--- src/rtl/xadc_channel_scanner_if.sv ---
// rtl/xadc_channel_scanner_if.sv - DRP request/response and result-bank read signals of the XADC channel scanner
interface xadc_channel_scanner_if;
   logic [6:0]  drp_daddr;
   logic        drp_den;
   logic [15:0] drp_do;
   logic        drp_drdy;
   logic [3:0]  rd_ch;
   logic [11:0] rd_data;
   logic        rd_ovr;
   logic        rd_err;
   logic        frame_done;
   logic [7:0]  sweep_cnt;

   // master is the scanner; slave is the XADC plus the result consumers
   modport master (
      output drp_daddr, drp_den, rd_data, rd_ovr, rd_err, frame_done, sweep_cnt,
      input  drp_do, drp_drdy, rd_ch
   );

   modport slave (
      input  drp_daddr, drp_den, rd_data, rd_ovr, rd_err, frame_done, sweep_cnt,
      output drp_do, drp_drdy, rd_ch
   );
endinterface

--- src/rtl/xadc_channel_scanner.sv ---
// rtl/xadc_channel_scanner.sv - periodic DRP sweep of XADC channels into a double-buffered result bank
module xadc_channel_scanner #(
   parameter int unsigned N_CH         = 13,
   parameter int unsigned SCAN_PERIOD  = 10_000_000,
   parameter int unsigned DRDY_TIMEOUT = 64,
   parameter logic [15:0] OVR_LIMIT    = 16'hFFD0
) (
   input  logic                    clk,
   input  logic                    rst,
   xadc_channel_scanner_if.master  bus
);
   localparam int          PW       = $clog2(SCAN_PERIOD + 1);
   localparam int          TW       = $clog2(DRDY_TIMEOUT + 1);
   localparam logic [3:0]  LAST_CH  = 4'(N_CH - 1);
   localparam logic [4:0]  N_CH_W   = 5'(N_CH);
   localparam logic [PW-1:0] PER_LAST = PW'(SCAN_PERIOD - 1);
   localparam logic [TW-1:0] TMO_LAST = TW'(DRDY_TIMEOUT - 1);

   typedef enum logic [2:0] {
      S_IDLE,
      S_REQ,
      S_WAIT,
      S_STORE,
      S_COMMIT
   } state_t;

   state_t         state;
   state_t         state_nx;
   logic [3:0]     ch;
   logic [3:0]     ch_nx;
   logic [PW-1:0]  period_cnt;
   logic           period_tick;
   logic           pending;
   logic [TW-1:0]  tmo_cnt;
   logic           cap_data;
   logic           cap_tmo;
   logic           commit;

   logic [11:0]    conv_data;
   logic           conv_ovr;

   logic [11:0]    wk_data [16];
   logic           wk_ovr  [16];
   logic           wk_err  [16];
   logic [11:0]    cm_data [16];
   logic           cm_ovr  [16];
   logic           cm_err  [16];

   logic [6:0]     daddr_q;
   logic           den_q;
   logic           frame_done_q;
   logic [7:0]     sweep_cnt_q;
   logic [11:0]    rd_data_q;
   logic           rd_ovr_q;
   logic           rd_err_q;

   function automatic logic [6:0] ch_addr(input logic [3:0] c);
      return (c == 4'd0) ? 7'h03 : 7'h0F + {3'b000, c};
   endfunction

   assign period_tick = (period_cnt == PER_LAST);
   assign conv_ovr    = (bus.drp_do > OVR_LIMIT);
   assign conv_data   = conv_ovr ? 12'hFFF : bus.drp_do[15:4];

   // Free-running so sweep starts stay on a fixed grid regardless of sweep length
   always_ff @(posedge clk or negedge rst) begin
      if (!rst) begin
         period_cnt <= '0;
      end else if (period_tick) begin
         period_cnt <= '0;
      end else begin
         period_cnt <= period_cnt + PW'(1);
      end
   end

   always_ff @(posedge clk or negedge rst) begin
      if (!rst) begin
         pending <= 1'b0;
      end else if (state == S_IDLE) begin
         pending <= 1'b0;
      end else if (period_tick) begin
         pending <= 1'b1;
      end
   end

   always_ff @(posedge clk or negedge rst) begin
      if (!rst) begin
         state <= S_IDLE;
      end else begin
         state <= state_nx;
      end
   end

   always_comb begin
      state_nx = state;
      ch_nx    = ch;
      cap_data = 1'b0;
      cap_tmo  = 1'b0;
      commit   = 1'b0;
      case (state)
         S_IDLE: begin
            if (period_tick || pending) begin
               state_nx = S_REQ;
               ch_nx    = 4'd0;
            end
         end
         S_REQ: begin
            state_nx = S_WAIT;
         end
         S_WAIT: begin
            // A response arriving on the timeout cycle is still taken as data
            if (bus.drp_drdy) begin
               cap_data = 1'b1;
               state_nx = S_STORE;
            end else if (tmo_cnt == TMO_LAST) begin
               cap_tmo  = 1'b1;
               state_nx = S_STORE;
            end
         end
         S_STORE: begin
            if (ch == LAST_CH) begin
               state_nx = S_COMMIT;
            end else begin
               ch_nx    = ch + 4'd1;
               state_nx = S_REQ;
            end
         end
         S_COMMIT: begin
            commit   = 1'b1;
            state_nx = S_IDLE;
         end
         default: begin
            state_nx = S_IDLE;
         end
      endcase
   end

   always_ff @(posedge clk or negedge rst) begin
      if (!rst) begin
         tmo_cnt <= '0;
      end else if (state == S_WAIT) begin
         tmo_cnt <= tmo_cnt + TW'(1);
      end else begin
         tmo_cnt <= '0;
      end
   end

   // den/daddr are registered on entry to REQ so the strobe lines up with the REQ cycle
   always_ff @(posedge clk or negedge rst) begin
      if (!rst) begin
         ch           <= 4'd0;
         den_q        <= 1'b0;
         daddr_q      <= 7'h03;
         frame_done_q <= 1'b0;
         sweep_cnt_q  <= 8'd0;
      end else begin
         ch           <= ch_nx;
         den_q        <= (state_nx == S_REQ);
         frame_done_q <= commit;
         if (state_nx == S_REQ) begin
            daddr_q <= ch_addr(ch_nx);
         end
         if (commit) begin
            sweep_cnt_q <= sweep_cnt_q + 8'd1;
         end
      end
   end

   always_ff @(posedge clk or negedge rst) begin
      if (!rst) begin
         for (int i = 0; i < 16; i++) begin
            wk_data[i] <= 12'd0;
            wk_ovr[i]  <= 1'b0;
            wk_err[i]  <= 1'b0;
         end
      end else if (cap_data) begin
         wk_data[ch] <= conv_data;
         wk_ovr[ch]  <= conv_ovr;
         wk_err[ch]  <= 1'b0;
      end else if (cap_tmo) begin
         wk_data[ch] <= 12'd0;
         wk_ovr[ch]  <= 1'b0;
         wk_err[ch]  <= 1'b1;
      end
   end

   // Readers only ever see whole sweeps: the committed bank moves in one cycle
   always_ff @(posedge clk or negedge rst) begin
      if (!rst) begin
         for (int i = 0; i < 16; i++) begin
            cm_data[i] <= 12'd0;
            cm_ovr[i]  <= 1'b0;
            cm_err[i]  <= 1'b0;
         end
      end else if (commit) begin
         cm_data <= wk_data;
         cm_ovr  <= wk_ovr;
         cm_err  <= wk_err;
      end
   end

   always_ff @(posedge clk or negedge rst) begin
      if (!rst) begin
         rd_data_q <= 12'd0;
         rd_ovr_q  <= 1'b0;
         rd_err_q  <= 1'b0;
      end else if ({1'b0, bus.rd_ch} < N_CH_W) begin
         rd_data_q <= cm_data[bus.rd_ch];
         rd_ovr_q  <= cm_ovr[bus.rd_ch];
         rd_err_q  <= cm_err[bus.rd_ch];
      end else begin
         rd_data_q <= 12'd0;
         rd_ovr_q  <= 1'b0;
         rd_err_q  <= 1'b0;
      end
   end

   assign bus.drp_daddr  = daddr_q;
   assign bus.drp_den    = den_q;
   assign bus.frame_done = frame_done_q;
   assign bus.sweep_cnt  = sweep_cnt_q;
   assign bus.rd_data    = rd_data_q;
   assign bus.rd_ovr     = rd_ovr_q;
   assign bus.rd_err     = rd_err_q;
endmodule
--- src/flat_wrapper.sv ---
// flat-port wrapper written by rule: the top's interface ports become plain ports
module xadc_channel_scanner_flat 
#(
   parameter int unsigned N_CH         = 13,
   parameter int unsigned SCAN_PERIOD  = 10_000_000,
   parameter int unsigned DRDY_TIMEOUT = 64,
   parameter logic [15:0] OVR_LIMIT    = 16'hFFD0
)
  (clk, rst, bus_drp_daddr, bus_drp_den, bus_rd_data, bus_rd_ovr, bus_rd_err, bus_frame_done, bus_sweep_cnt, bus_drp_do, bus_drp_drdy, bus_rd_ch);
  xadc_channel_scanner_if bus_i ();
  input  logic clk;
  input  logic rst;
  output wire logic [$bits(bus_i.drp_daddr)-1:0] bus_drp_daddr;
  output wire logic [$bits(bus_i.drp_den)-1:0] bus_drp_den;
  output wire logic [$bits(bus_i.rd_data)-1:0] bus_rd_data;
  output wire logic [$bits(bus_i.rd_ovr)-1:0] bus_rd_ovr;
  output wire logic [$bits(bus_i.rd_err)-1:0] bus_rd_err;
  output wire logic [$bits(bus_i.frame_done)-1:0] bus_frame_done;
  output wire logic [$bits(bus_i.sweep_cnt)-1:0] bus_sweep_cnt;
  input wire logic [$bits(bus_i.drp_do)-1:0] bus_drp_do;
  input wire logic [$bits(bus_i.drp_drdy)-1:0] bus_drp_drdy;
  input wire logic [$bits(bus_i.rd_ch)-1:0] bus_rd_ch;
  assign bus_drp_daddr = bus_i.drp_daddr;
  assign bus_drp_den = bus_i.drp_den;
  assign bus_rd_data = bus_i.rd_data;
  assign bus_rd_ovr = bus_i.rd_ovr;
  assign bus_rd_err = bus_i.rd_err;
  assign bus_frame_done = bus_i.frame_done;
  assign bus_sweep_cnt = bus_i.sweep_cnt;
  assign bus_i.drp_do = bus_drp_do;
  assign bus_i.drp_drdy = bus_drp_drdy;
  assign bus_i.rd_ch = bus_rd_ch;
  xadc_channel_scanner #(.N_CH(N_CH), .SCAN_PERIOD(SCAN_PERIOD), .DRDY_TIMEOUT(DRDY_TIMEOUT), .OVR_LIMIT(OVR_LIMIT)) u_core (.clk(clk), .rst(rst), .bus(bus_i));
endmodule
--- config.mk ---
export PLATFORM = sky130hd
export DESIGN_NAME = xadc_channel_scanner_flat
export DESIGN_NICKNAME = d
export VERILOG_FILES = /design/src/rtl/xadc_channel_scanner_if.sv /design/src/rtl/xadc_channel_scanner.sv /design/src/flat_wrapper.sv
export SDC_FILE = /design/constraint.sdc
export NUM_CORES = 1
export LEC_CHECK = 0
export BUFFER_PORTS_ARGS = -buffer_cell sky130_fd_sc_hd__buf_2
export CAP_MARGIN = 20
export CORE_ASPECT_RATIO = 1.25
export CORE_MARGIN = 2
export CORE_UTILIZATION = 45
export CTS_CLUSTER_DIAMETER = 60
export DETAILED_ROUTE_END_ITERATION = 7
export GPL_TIMING_DRIVEN = 0
export SLEW_MARGIN = 20
export SYNTH_ARGS = -nofsm -noshare
export SYNTH_HDL_FRONTEND = slang
export SYNTH_SLANG_ARGS = --single-unit
export TNS_END_PERCENT = 1
--- constraint.sdc ---
create_clock -name clk -period 3.2 [get_ports clk]
set_input_delay 0.16 -clock clk [delete_from_list [all_inputs] [get_ports clk]]
set_output_delay 0.16 -clock clk [all_outputs]
set_load 0.01 [all_outputs]
==> impl_metrics.toml <==
[cells_and_area]
seqCellArea_mm2 = 0.0110
multi_input_comb_area_mm2 = 0.00665
area.growth.synth_to_final_pct = 14.2
final_antenna_diode_count = 0
fillerInstances = 3422
post_route_cells_drive_above_1_share_pct = 25.7
final_area_mm2 = 0.0207
finish.utilization_pct = 51.9
num-nets-final = 1459

[detailed_routing]
post_drt_via_cell_ratio = 5.72
routed_wire_length_per_instance_um = 22.6
detailedRoute.firstIterationViolations = 672
drtPass1Iterations = 5
route.final.wire_length_um = 44300
antenna_left = 0
drc = 0
num_vias = 11200

[power_and_ir_drop]
seqPwrFrac_pct = 47.6
max-vdd-ir-drop_mv = 0.366
netSwitchingFraction_pct = 26.6
power.density_mw_per_mm2 = 735
clkPwrFrac_pct = 36.5
leakage_nw = 9.98
int_pwr_w = 0.0112
power_frac_comb_pct = 15.9
total_switching_power_w = 0.00406

[critical_path]
setup.reg_to_reg.worst_slack_ns = 0.12
timing.rr.end = "u_core.cm_data[118]"
cp-startpoint = "u_core.state[1]"
kind_of_capture_point_of_the_worst_setup_path = "register"
critical_path_required_ns = 3.64
cp.arrival_ns = 3.52
worstRegToRegCells = 5
critical_path_class = "register to register"
timing.rr.start = "u_core.state[1]"
crit_path_max_fanout = 10
startpoint_type = "register"

[timing]
slew_headroom_pct = 27.9
finClkSkew_ns = 0.0252
unrepaired_setup_endpoints_after_global_routing = "no"
min_period_over_period_pct = 96.1
finalWorstPathRequiredPeriod_ns = 3.08
worst-slew-pin-transition_ns = 1.07
finalHoldWorstSlack_ns = 0.0691
report.final.slew_viol_count = 0
max_clock_freq_mhz = 325
finalHoldViolations = 0
finalSetupViolations = 0

[logic_synthesis]
avgSynthCellArea_um2 = 13.6
asyncSetResetFlopFracSynth_pct = 100
ys.warnings.count = 0
synth_edf_count = 0
yosys.cell_types.count = 59
postSynthCellCount = 1334
ys.flop_type = "sky130_fd_sc_hd__dfrtp_1"
register_area_share_after_synthesis_pct = 60.4
ys_seq_elements = 438
synth_area_mm2 = 0.0181

[die]
die_height_um = 228
floorplan.die.width_um = 184
placement_rows = 82
dieArea_mm2 = 0.0419
floorplan.initialDensity_pct = 45.5
boundaryPins = 54
core_area_mm2 = 0.0399

[run]
cap_viol_max_count = 0

[placed_design]
placement.cell_area_mm2 = 0.0191
io_buffer_count = 39
detailed_place_hpwl_um = 30900
place_congestion = 0.779

[hold_path]
hold_path.class = "input pin to register"
hold_start = "bus_drp_drdy"
hold_depth = 3
hold_end = "u_core.state[0]"

[cts]
clock_sink_count = 438
clk_latency_ns = 0.57
htreeDepth = 2
max-clock-path-buffers = 3
post_cts.repair.setup_buffers = 0
clk_root_buffer_cell = "sky130_fd_sc_hd__clkbuf_16"
cts_inserted_buffers = 46
tritoncts = "built"
clkTransAtPathRegs_ns = 0.06

[global_routing]
gr-total-overflow = 0
globalRouteTotalUtil_pct = 21.7
grt_max_degree = 99
antenna_violations_before_repair = 1
grt_pass1_wl_um = 70100
grt_pass1_vias = 11800

[status]
run_status = "finished, final reports clean"
==> worst max path at each step <==
stage	end	slack, ns	depth (start not counted)
after floorplan	u_core.bus.drp_daddr[3]	0.54	12
after global placement	u_core.wk_data[66]	-6.59	1
after detailed placement	u_core.bus.drp_daddr[3]	-0.28	12
after CTS	u_core.bus.drp_daddr[3]	0.04	12
after global routing	u_core.wk_data[88]	0.02	9
final	u_core.cm_data[118]	0.12	5
==> sequential cells by signal, summed over array words and instances, names as in the netlist, 8 cells and up, named ones only <==
register,cells
u_core.cm_err,13
u_core.cm_data,159
u_core.wk_ovr,13
u_core.bus.sweep_cnt,8
u_core.wk_data,159
u_core.period_cnt,24
u_core.cm_ovr,13
u_core.bus.rd_data,12
==> repair_timing <==
action,in CTS,in global routing
endpoints found under the setup margin,11,10
hold buffers,1,0
hold endpoints to repair,90,0
resized for setup,3,8
==> power groups by stage <==
stage,logic (W),registers (W),clock network [W]
4_1_cts,0.00243,0.00723,0.00566
6_report,0.00241,0.00725,0.00556
3_5_place_dp,0.00241,0.00730,0
2_1_floorplan,0.00171,0.00714,0
5_1_grt,0.00265,0.00737,0.00590
3_3_place_gp,0.00233,0.00728,0
==> metal layers <==
layer	routed length (µm)	global-route usage (%)	vias to the layer above	part of all wire [%]
li1	-	-	5052	-
met1	19600	29.0	5912	44
met2	22200	36.9	187	50
met3	1300	2.53	76	2.9
met4	1290	7.00	0	2.9
met5	0	0	-	0
==> worst max-delay path, stage by stage, from the launching register on <==
cell                       delay [ns]
sky130_fd_sc_hd__dfrtp_1         0.39
sky130_fd_sc_hd__clkbuf_1        0.22
sky130_fd_sc_hd__nor3b_2         0.69
sky130_fd_sc_hd__clkbuf_2        0.51
sky130_fd_sc_hd__buf_1           0.73
sky130_fd_sc_hd__mux2_2          0.42
==> stage by stage <==
| step | TNS (ns) | setup WS [ns] | instances | total power, W |
|---|---|---|---|---|
| 2_1_floorplan | 0 | 0.543 | 1335 | 0.00885 |
| 3_3_place_gp | -2870.54 | -6.59 | 1878 | 0.00962 |
| 3_5_place_dp | -1.84 | -0.281 | 1882 | 0.00971 |
| 4_1_cts | 0 | 0.0442 | 1964 | 0.0153 |
| 5_1_grt | 0 | 0.0170 | 1964 | 0.0159 |
| 6_report | 0 | 0.124 | 1964 | 0.0152 |
==> cells in the mapped netlist (all sizes together), types with 2 or more instances <==
library cell	number	share of area, %
nand3b	2	0.083
nor2	57	1.2
nand2b	4	0.14
ha	9	0.62
buf	18	0.56
and3b	2	0.097
nor2b	19	0.66
a31oi	17	0.59
nand3	25	0.69
mux2	186	12
and2	7	0.26
dfstp	2	0.29
nand4	10	0.34
or4	3	0.14
a211o	2	0.10
inv	9	0.19
and4	2	0.10
nor3	8	0.25
mux2i	14	0.77
or3	4	0.17
xor2	13	0.63
xnor2	20	0.97
o22ai	7	0.24
dfrtp	436	60
mux4	36	4.5
a21oi	28	0.77
a22o	173	8.4
o21ai	16	0.44
a211oi	8	0.33
clkbuf	109	2.3
and3	25	0.87
nand2	48	0.99
==> placed cells by master, fill, tap and decap left out, types with 9 or more instances in the layout <==
cell type,count
sky130_fd_sc_hd__and3_1,24
sky130_fd_sc_hd__o21ai_0,14
sky130_fd_sc_hd__buf_2,44
sky130_fd_sc_hd__xor2_1,13
sky130_fd_sc_hd__mux4_2,36
sky130_fd_sc_hd__inv_1,9
sky130_fd_sc_hd__xnor2_1,20
sky130_fd_sc_hd__nor2b_1,19
sky130_fd_sc_hd__clkbuf_16,49
sky130_fd_sc_hd__clkbuf_8,10
sky130_fd_sc_hd__nand3_1,24
sky130_fd_sc_hd__a31oi_1,17
sky130_fd_sc_hd__nor2_1,57
sky130_fd_sc_hd__nand4_1,10
sky130_fd_sc_hd__mux2_2,186
sky130_fd_sc_hd__nand2_1,47
sky130_fd_sc_hd__a21oi_1,27
sky130_fd_sc_hd__a22o_1,173
sky130_fd_sc_hd__dfrtp_1,436
sky130_fd_sc_hd__clkinv_2,9
sky130_fd_sc_hd__clkbuf_1,110
sky130_fd_sc_hd__mux2i_1,14
==> cell families (layout without fill, tap and decap cells) <==
family / after synthesis / count (layout) / synth area share, %
other: 1 / 2 / 0.0207
DFF: 438 / 438 / 60.4
muxes: 236 / 236 / 16.8
buffers and inverters: 136 / 261 / 3.01
AOI/OAI and AO/OA: 257 / 257 / 11.1
adders and majority gates: 9 / 9 / 0.621
and+or+nand+nor: 224 / 224 / 6.41
xor gates and xnor gates: 33 / 33 / 1.59
==> area by class of cell <==
cell class / count / area share, %
Sequential cell: 438 / 52.9
Multi-Input combinational cell: 761 / 32.1
Clock buffer: 64 / 6.68
Tap cell: 504 / 3.05
Buffer: 127 / 2.50
Timing Repair Buffer: 44 / 1.57
Clock inverter: 17 / 0.973
Inverter: 9 / 0.163
(Power assumes the default switching activity.)
